### src/rtl/key_cmd_pkg.sv
// Shared constants and command encoding for the push-button front end.
package key_cmd_pkg;

  localparam int PERIOD_W = 32;

  localparam logic [PERIOD_W-1:0] PERIOD_INIT_DEF = 32'd25_000_000;
  localparam logic [PERIOD_W-1:0] PERIOD_STEP_DEF = 32'd12_500_000;
  localparam logic [PERIOD_W-1:0] PERIOD_MIN_DEF  = 32'd12_500_000;
  localparam logic [PERIOD_W-1:0] PERIOD_MAX_DEF  = 32'd100_000_000;

  typedef enum logic [1:0] {
    CMD_NONE = 2'd0,
    CMD_INC  = 2'd1,
    CMD_DEC  = 2'd2,
    CMD_RST  = 2'd3
  } cmd_t;

endpackage

### src/rtl/key_debounce.sv
// One push-button: 2-FF synchronizer, stable-level debouncer and press-edge detector.
// i_key_n is active-low; o_held/o_press are active-high and registered.
module key_debounce #(
  parameter int DEBOUNCE_CYCLES = 1000000
) (
  input  logic i_clk,
  input  logic i_rst,
  input  logic i_key_n,
  output logic o_held,
  output logic o_press
);

  localparam int CW = $clog2(DEBOUNCE_CYCLES);
  localparam logic [CW-1:0] TC = CW'(DEBOUNCE_CYCLES - 1);

  logic          r_sync1;
  logic          r_sync2;
  logic          r_stable_n;
  logic [CW-1:0] r_cnt;
  logic          r_held;
  logic          r_press;

  always_ff @(posedge i_clk) begin
    if (i_rst) begin
      r_sync1    <= 1'b1;
      r_sync2    <= 1'b1;
      r_stable_n <= 1'b1;
      r_cnt      <= '0;
      r_held     <= 1'b0;
      r_press    <= 1'b0;
    end else begin
      r_sync1 <= i_key_n;
      r_sync2 <= r_sync1;
      // Any return to the stable level before terminal count restarts the window.
      if (r_sync2 == r_stable_n) begin
        r_cnt <= '0;
      end else if (r_cnt == TC) begin
        r_stable_n <= r_sync2;
        r_cnt      <= '0;
      end else begin
        r_cnt <= r_cnt + CW'(1);
      end
      r_held  <= ~r_stable_n;
      r_press <= ~r_stable_n & ~r_held;
    end
  end

  assign o_held  = r_held;
  assign o_press = r_press;

endmodule

### src/rtl/key_cmd_frontend.sv
// Debounced push-button front end producing press pulses and a saturating blink period.
// KEY[0] increments, KEY[1] decrements, KEY[2] restores PERIOD_INIT; lower index wins.
module key_cmd_frontend
  import key_cmd_pkg::*;
#(
  parameter int                  NKEYS           = 3,
  parameter int                  DEBOUNCE_CYCLES = 1000000,
  parameter logic [PERIOD_W-1:0] PERIOD_INIT     = PERIOD_INIT_DEF,
  parameter logic [PERIOD_W-1:0] PERIOD_STEP     = PERIOD_STEP_DEF,
  parameter logic [PERIOD_W-1:0] PERIOD_MIN      = PERIOD_MIN_DEF,
  parameter logic [PERIOD_W-1:0] PERIOD_MAX      = PERIOD_MAX_DEF
) (
  input  logic                CLOCK_50,
  input  logic                RESET,
  input  logic [NKEYS-1:0]    KEY,
  output logic [NKEYS-1:0]    HELD,
  output logic [NKEYS-1:0]    PRESS,
  output logic [PERIOD_W-1:0] PERIOD,
  output logic                PERIOD_UPD
);

  for (genvar g = 0; g < NKEYS; g++) begin : g_key
    key_debounce #(
      .DEBOUNCE_CYCLES(DEBOUNCE_CYCLES)
    ) u_debounce (
      .i_clk  (CLOCK_50),
      .i_rst  (RESET),
      .i_key_n(KEY[g]),
      .o_held (HELD[g]),
      .o_press(PRESS[g])
    );
  end

  cmd_t                w_cmd;
  logic [PERIOD_W:0]   w_sum;
  logic [PERIOD_W:0]   w_floor;
  logic [PERIOD_W-1:0] w_inc;
  logic [PERIOD_W-1:0] w_dec;
  logic [PERIOD_W-1:0] r_period;
  logic                r_upd;

  always_comb begin
    w_cmd = CMD_NONE;
    if (PRESS[0])      w_cmd = CMD_INC;
    else if (PRESS[1]) w_cmd = CMD_DEC;
    else if (PRESS[2]) w_cmd = CMD_RST;
  end

  // One extra bit keeps the add from wrapping; the decrement is guarded before subtracting.
  assign w_sum   = {1'b0, r_period} + {1'b0, PERIOD_STEP};
  assign w_floor = {1'b0, PERIOD_MIN} + {1'b0, PERIOD_STEP};
  assign w_inc   = (w_sum > {1'b0, PERIOD_MAX}) ? PERIOD_MAX : w_sum[PERIOD_W-1:0];
  assign w_dec   = ({1'b0, r_period} >= w_floor) ? (r_period - PERIOD_STEP) : PERIOD_MIN;

  always_ff @(posedge CLOCK_50) begin
    if (RESET) begin
      r_period <= PERIOD_INIT;
      r_upd    <= 1'b0;
    end else begin
      r_upd <= (w_cmd != CMD_NONE);
      case (w_cmd)
        CMD_INC: r_period <= w_inc;
        CMD_DEC: r_period <= w_dec;
        CMD_RST: r_period <= PERIOD_INIT;
        default: r_period <= r_period;
      endcase
    end
  end

  assign PERIOD     = r_period;
  assign PERIOD_UPD = r_upd;

endmodule
### config.mk
export PLATFORM = sky130hd
export DESIGN_NAME = key_cmd_frontend
export DESIGN_NICKNAME = d
export VERILOG_FILES = /design/src/rtl/key_cmd_pkg.sv /design/src/rtl/key_debounce.sv /design/src/rtl/key_cmd_frontend.sv
export SDC_FILE = /design/constraint.sdc
export NUM_CORES = 1
export LEC_CHECK = 0
export CAP_MARGIN = 0
export CELL_PAD_IN_SITES_DETAIL_PLACEMENT = 0
export CELL_PAD_IN_SITES_GLOBAL_PLACEMENT = 1
export CORE_MARGIN = 2
export CORE_UTILIZATION = 41
export DETAILED_ROUTE_END_ITERATION = 8
export PLACE_DENSITY = 0.72
export SLEW_MARGIN = 20
export SYNTH_ARGS = -nofsm -noshare
export SYNTH_HDL_FRONTEND = slang
export SYNTH_HIERARCHICAL = 1
export SYNTH_SLANG_ARGS = --single-unit
### constraint.sdc
create_clock -name CLOCK_50 -period 3.18 [get_ports CLOCK_50]
set_input_delay 0.636 -clock CLOCK_50 [delete_from_list [all_inputs] [get_ports CLOCK_50]]
set_output_delay 0.636 -clock CLOCK_50 [all_outputs]
set_load 0.005 [all_outputs]
# Word-level counts from Yosys, hierarchy flattened
# Cells that the tools add are included.
[totals]
regBits = 108
in_bits = 5
elab_cells = 62
[op_classes]
add_sub_neg = 5
order_cmp = 2
eq_ne = 9
muxes = 6
n_bitwise = 12
n_reduce_logical = 8
[ops]
columns = ["operator", "count"]
rows = [
  ["$pmux W32 S3", 1],
  ["$mux W32", 2],
  ["$add A20 B1 Y20 const B", 3],
  ["$eq A20 B20 Y1 const B", 3],
  ["$add A32 B24 Y33 const B", 1],
  ["$gt A33 B27 Y1 const B", 1],
  ["$ge A32 B25 Y1 const B", 1],
  ["$sub A32 B24 Y32 const B", 1],
  ["$not A1 Y1", 9],
  ["$reduce_or A3 Y1", 3],
  ["$mux W2", 3],
  ["$reduce_and A2 Y1", 3],
  ["$eq A2 B2 Y1 const B", 2],
  ["$and A1 B1 Y1", 3],
  ["$eq A1 B1 Y1", 3],
  ["$reduce_bool A3 Y1", 1],
  ["$eq A2 B1 Y1 const B", 1],
  ["$reduce_bool A2 Y1", 1],
]

# Depth between registers and ports, before layout
[depth]
ltp_word = 5
mapped_depth = 12
ltp_nobuf = 10

# Cells and area by module
# The synthesis kept the hierarchy.
[modules_own_cells]
columns = ["module", "instances", "cells_each", "area_per_inst_um2", "seq_area_each_um2"]
rows = [
  ["key_debounce", 3, 117, 1051.0, 500.5],
  ["key_cmd_frontend", 1, 429, 2975.4, 560.5],
]

# Least setup slack after synthesis
# OpenSTA, ideal clock, no wires.
[synth_path]
path_kind = "register to register"
start = "register r_period[18] (netlist: PERIOD[18])"
end = "register r_period[19] (netlist: PERIOD[19])"
setup_time_ns = 0.122
t_arrival_ns = 2.764
required_ns = 3.058
setup_slack_ns = 0.294
path_stages_with_launch = 10
synth_period_minus_slack_ns = 2.886
cell_sequence = "dfxtp_1 buf_6 or4_4 or2_0 o21ai_0 a21oi_1 xnor2_1 o41ai_4 a211oi_4 a221o_1"
[synth_via]
elab_chain_len = 4
[synth_lines]
columns = ["element", "line", "rtl"]
rows = [
  ["from (decl)", "key_cmd_frontend.sv:39", "logic [PERIOD_W-1:0] r_period;"],
  ["from (signal assigned)", "key_cmd_frontend.sv:62", "CMD_INC: r_period <= w_inc;"],
  ["from (signal assigned)", "key_cmd_frontend.sv:63", "CMD_DEC: r_period <= w_dec;"],
  ["from (signal assigned)", "key_cmd_frontend.sv:65", "default: r_period <= r_period;"],
  ["$add A32 B24 Y33", "key_cmd_frontend.sv:50", "assign w_sum = {1'b0, r_period} + {1'b0, PERIOD_STEP};"],
  ["$gt A33 B27 Y1", "key_cmd_frontend.sv:52", "assign w_inc = (w_sum > {1'b0, PERIOD_MAX}) ? PERIOD_MAX : w_sum[PERIOD_W-1:0];"],
  ["$mux W32", "key_cmd_frontend.sv:52", ""],
  ["$pmux W32 S3 *", "key_cmd_frontend.sv:61", "case (w_cmd)"],
]
# Mark *: on every way between the ends. The rest lies on a longest branch, timed or not.
# A chain may end at the register's enable or synchronous reset.

# Worst setup path in the final report
[layout_path]
start = "register r_period[5] (netlist: PERIOD[5])"
end = "register r_period[22] (netlist: PERIOD[22])"
# The elaborated chain is that of the path after synthesis.

==> metrics.txt <==
MaxCap Viol Count=0; largest delay contributor family on the critical path=simple AND/OR/NAND/NOR gates; gpl congestion=just over 0.9; GRT Resource Usage Total=between 20% and 30%; capturing element type of the critical path=flip-flop; via count=slightly below 6000; type of the most critical hold path=reg2reg; Placed Cells=roughly 1000; Post-Place Worst Slack=0.159 ns; detail-routed via count per cell=around 6; ratio of cells with drive above 1 in the final layout=a little under an eighth; number of buffers added for setup after CTS=0; antenna violations before repair=0; distinct cell type count after synthesis=73; Reg2Reg Capture Point=PERIOD[22]$_SDFFE_PP1P_; floorplan die width=roughly 130 um; part of the cycle the worst path needs=approximately 94%; total setup violations reported at the end of the flow=0; Setup WS post-layout=between 0.15 and 0.2 ns; number of hold-slack violations in the final timing report=0; mapped cell area=between 6000 and 7000 um^2; y dimension of the die=126 um; total iterations of the first detailed-routing run=6; critical path startpoint=PERIOD[5]$_SDFFE_PP0P_; Starting Density=between 40% and 50%; status=completed; growth of design area from synthesis to finish=17.7%; number of clock buffers inserted by TritonCTS=9; GRT overflow=0; number of flops mapped to enable cells by yosys=0; Int Pwr=0.00204 W; post-synthesis sequential area ratio=between 30% and 40%; number of pins with negative max-slew slack in the final report=0; worst-path fanout max=6; Max Clock Freq=334 MHz; clock latency on the worst-skew pair=~0.35 ns; dominant register cell in the synthesized netlist=sky130_fd_sc_hd__dfxtp_1; clock slew at reported path FFs=around 0.07 ns; #FFs+latches synth=~100; number of nets in the final layout=839; Buf/Inv on CP=3; endpoint required time on the critical path=about 3.5 ns; Worst Path Class, Setup=reg2reg; via count of the first global-routing pass=roughly 5600; worst rel slew slack=52.0%; initial detailed-routing violation count=around 440; CORE AREA=about 15000 um^2; Worst-Margin Slew=0.712 ns; slowest stage cell on the critical path=sky130_fd_sc_hd__o41ai_4; total negative slack=0 ns; clock network power share=between 40% and 50%; antenna cell count=0; port buffer count=38; switching power of the nets=approximately 0.00058 W; startpoint of the lowest-slack register-to-register path=PERIOD[5]$_SDFFE_PP0P_; path length in cells of the critical path=12; overall power consumption=~0.0026 W; share of total power in combinational logic=between 4 and 5%; worst vdd ir=just under 0.0002 V; power density relative to cell area=roughly 360 nW/um^2; CP peak stage delay=~0.48 ns; cell-by-cell listing of the critical path=ha_1 > and4_2 > or4_1 > nand3b_1 > a211oi_1 > nor4b_1 > buf_4 > o41ai_4 > buf_4 > a21oi_1 > buf_4 > a22oi_1; FF-to-FF path depth=12; detailed placement HPWL=12.6 mm; arrival time of the worst setup path=between 3 and 4 ns; Leak Pwr=about 2.3 nW; warning count from the yosys run=6; Setup Skew=between 0.007 and 0.008 ns; capturing element of the worst setup path=PERIOD[22]$_SDFFE_PP1P_; root cell of the clock tree=sky130_fd_sc_hd__clkbuf_16; average wire per standard cell=about 17 um; average instance area after synthesis=approximately 7.9 um^2; Clock H-tree levels=3; CTS tree=yes; TritonCTS Sinks=slightly above 100; Register-to-Register Setup Slack=roughly 0.18 ns; Sw Share=between 20% and 30%; number of buffers added to fix hold violations after cts=0; first-pass GRT wire length=28.1 mm; proportion of power drawn by flip-flops and latches=49.8%; filler-free cell count of the finished design=just over 1000; post-detailed-routing wire length=approximately 17 mm; asr flop ratio synth=0%; residual DRC count=0; number of standard cells after synthesis=roughly 800; most frequent CP cell=sky130_fd_sc_hd__buf_4; setup repair after global routing missed its margin=no; area of the die=roughly 16000 um^2; remaining antenna violation count after routing=0; crit path launch type=flip-flop; count of boundary I/O pins=44; Rows=44; Clock Path Buffers=2; fin crit period=between 2 and 3 ns; largest net degree at the start of global routing=25
-- timing repair --
action | CTS | global route
gates resized for setup | 0 | 6
endpoints found under the hold margin | 0 | 0
endpoints found under the setup margin | 0 | 3
-- synth_stat cells (all sizes together) (5+ instances only) --
cell type	number	area [um^2]
dfxtp	103	2060
nor2	99	372
o21ai	60	338
nand2	57	214
a21oi	52	260
xnor2	41	359
clkbuf	37	139
nor3	31	155
nand3	28	155
inv	23	86.3
or4	18	143
a31oi	17	106
nand4	16	119
buf	15	100
or3	15	93.8
o31ai	12	90.1
or2	12	75.1
a211oi	11	95.1
xor2	10	87.6
nor4	8	50.1
nor4b	7	61.3
a211o	6	52.6
a21o	6	45.0
ha	6	75.1
o211ai	5	42.5
-- layout make-up --
cell class	count	area (um^2)
fillers	1407	7380
multi-input cells	605	3780
flip-flops and latches	103	2060
repair buffers	85	728
well taps	184	230
clock buffers	10	229
clock inverters	6	93.8
inverters	24	90.1
-- routing by layer --
metal	track usage [%]	vias up	routed length, um
li1	-	2939	-
met1	28.8	2814	7890
met2	35.0	176	7940
met3	3.44	33	887
met4	8.40	0	446
met5	0	-	0
-- power groups by stage --
stage	logic (W)	registers, W	clock network [W]
detailed placement	0.000109	0.00134	0
floorplan	0.0000665	0.00134	0
global placement	0.000109	0.00134	0
global route	0.000121	0.00131	0.00129
finish	0.000110	0.00131	0.00121
CTS	0.000109	0.00131	0.00123
-- worst register-to-register path, delay by kind of cell (launching register included) --
family	cells	cell delay, ns
buffers and inverters	3	0.54
AND/OR/NAND/NOR	4	1.04
flip-flops	1	0.35
adder cells (fa/ha/maj)	1	0.22
AO/OA/AOI/OAI	4	0.76
-- metrics by stage --
stage                     util [%]  hold WS (ns)  area, um^2
after detailed placement      47.0         0.392        6860
final                         49.4         0.410        7210
after CTS                     49.3         0.409        7190
after floorplan                  -         0.389        6140
after global routing          49.4         0.425        7210
after global placement        47.0         0.395        6860
-- cells in the final DEF, fill, tap and decap left out, types with 7 or more instances in the layout --
cell / Yosys / layout
sky130_fd_sc_hd__a211oi_1: 10 / 10
sky130_fd_sc_hd__a21oi_1: 52 / 52
sky130_fd_sc_hd__a31oi_1: 17 / 16
sky130_fd_sc_hd__buf_4: 8 / 47
sky130_fd_sc_hd__clkbuf_16: 0 / 9
sky130_fd_sc_hd__clkdlybuf4s50_1: 0 / 37
sky130_fd_sc_hd__dfxtp_1: 103 / 103
sky130_fd_sc_hd__inv_1: 23 / 23
sky130_fd_sc_hd__nand2_1: 57 / 57
sky130_fd_sc_hd__nand3_1: 25 / 24
sky130_fd_sc_hd__nand4_1: 13 / 13
sky130_fd_sc_hd__nor2_1: 99 / 99
sky130_fd_sc_hd__nor3_1: 31 / 31
sky130_fd_sc_hd__nor4_1: 8 / 8
sky130_fd_sc_hd__nor4b_1: 7 / 7
sky130_fd_sc_hd__o21ai_0: 56 / 55
sky130_fd_sc_hd__o31ai_1: 12 / 12
sky130_fd_sc_hd__or2_2: 10 / 10
sky130_fd_sc_hd__or3_1: 15 / 15
sky130_fd_sc_hd__or4_1: 16 / 16
sky130_fd_sc_hd__xnor2_1: 41 / 40
sky130_fd_sc_hd__xor2_1: 10 / 10
-- sequential cells by signal, indices dropped and copies added, names as in the netlist --
register                     cells
g_key.u_debounce/r_sync2         3
g_key.u_debounce/r_cnt          60
g_key.u_debounce/r_stable_n      3
PERIOD                          27
g_key.u_debounce/r_sync1         3
PERIOD_UPD                       1
g_key.u_debounce/o_press         3
g_key.u_debounce/o_held          3
-- worst min path at each step --
stage	endpoint	slack [ns]	cells past startpoint	startpoint
3_3_place_gp	g_key[0].u_debounce/r_sync2$_SDFF_PP1_	0.39	1	g_key[0].u_debounce/r_sync1$_SDFF_PP1_
6_report	g_key[0].u_debounce/r_sync2$_SDFF_PP1_	0.41	1	g_key[0].u_debounce/r_sync1$_SDFF_PP1_
4_1_cts	g_key[0].u_debounce/r_sync2$_SDFF_PP1_	0.41	1	g_key[0].u_debounce/r_sync1$_SDFF_PP1_
2_1_floorplan	g_key[0].u_debounce/r_sync2$_SDFF_PP1_	0.39	1	g_key[0].u_debounce/r_sync1$_SDFF_PP1_
5_1_grt	g_key[0].u_debounce/r_sync2$_SDFF_PP1_	0.42	1	g_key[0].u_debounce/r_sync1$_SDFF_PP1_
3_5_place_dp	g_key[0].u_debounce/r_sync2$_SDFF_PP1_	0.39	1	g_key[0].u_debounce/r_sync1$_SDFF_PP1_
-- cell families after synthesis --
group | Yosys count | synth area share, %
buffers and inverters | 76 | 5.37
AOI/OAI and AO/OA | 216 | 24.3
other | 1 | 0.0612
DFF | 103 | 33.6
and+or+nand+nor | 322 | 27.2
muxes | 5 | 0.857
adders and majority gates | 6 | 1.22
xor gates and xnor gates | 51 | 7.29
No activity file was read; power rests on OpenSTA's default activity.
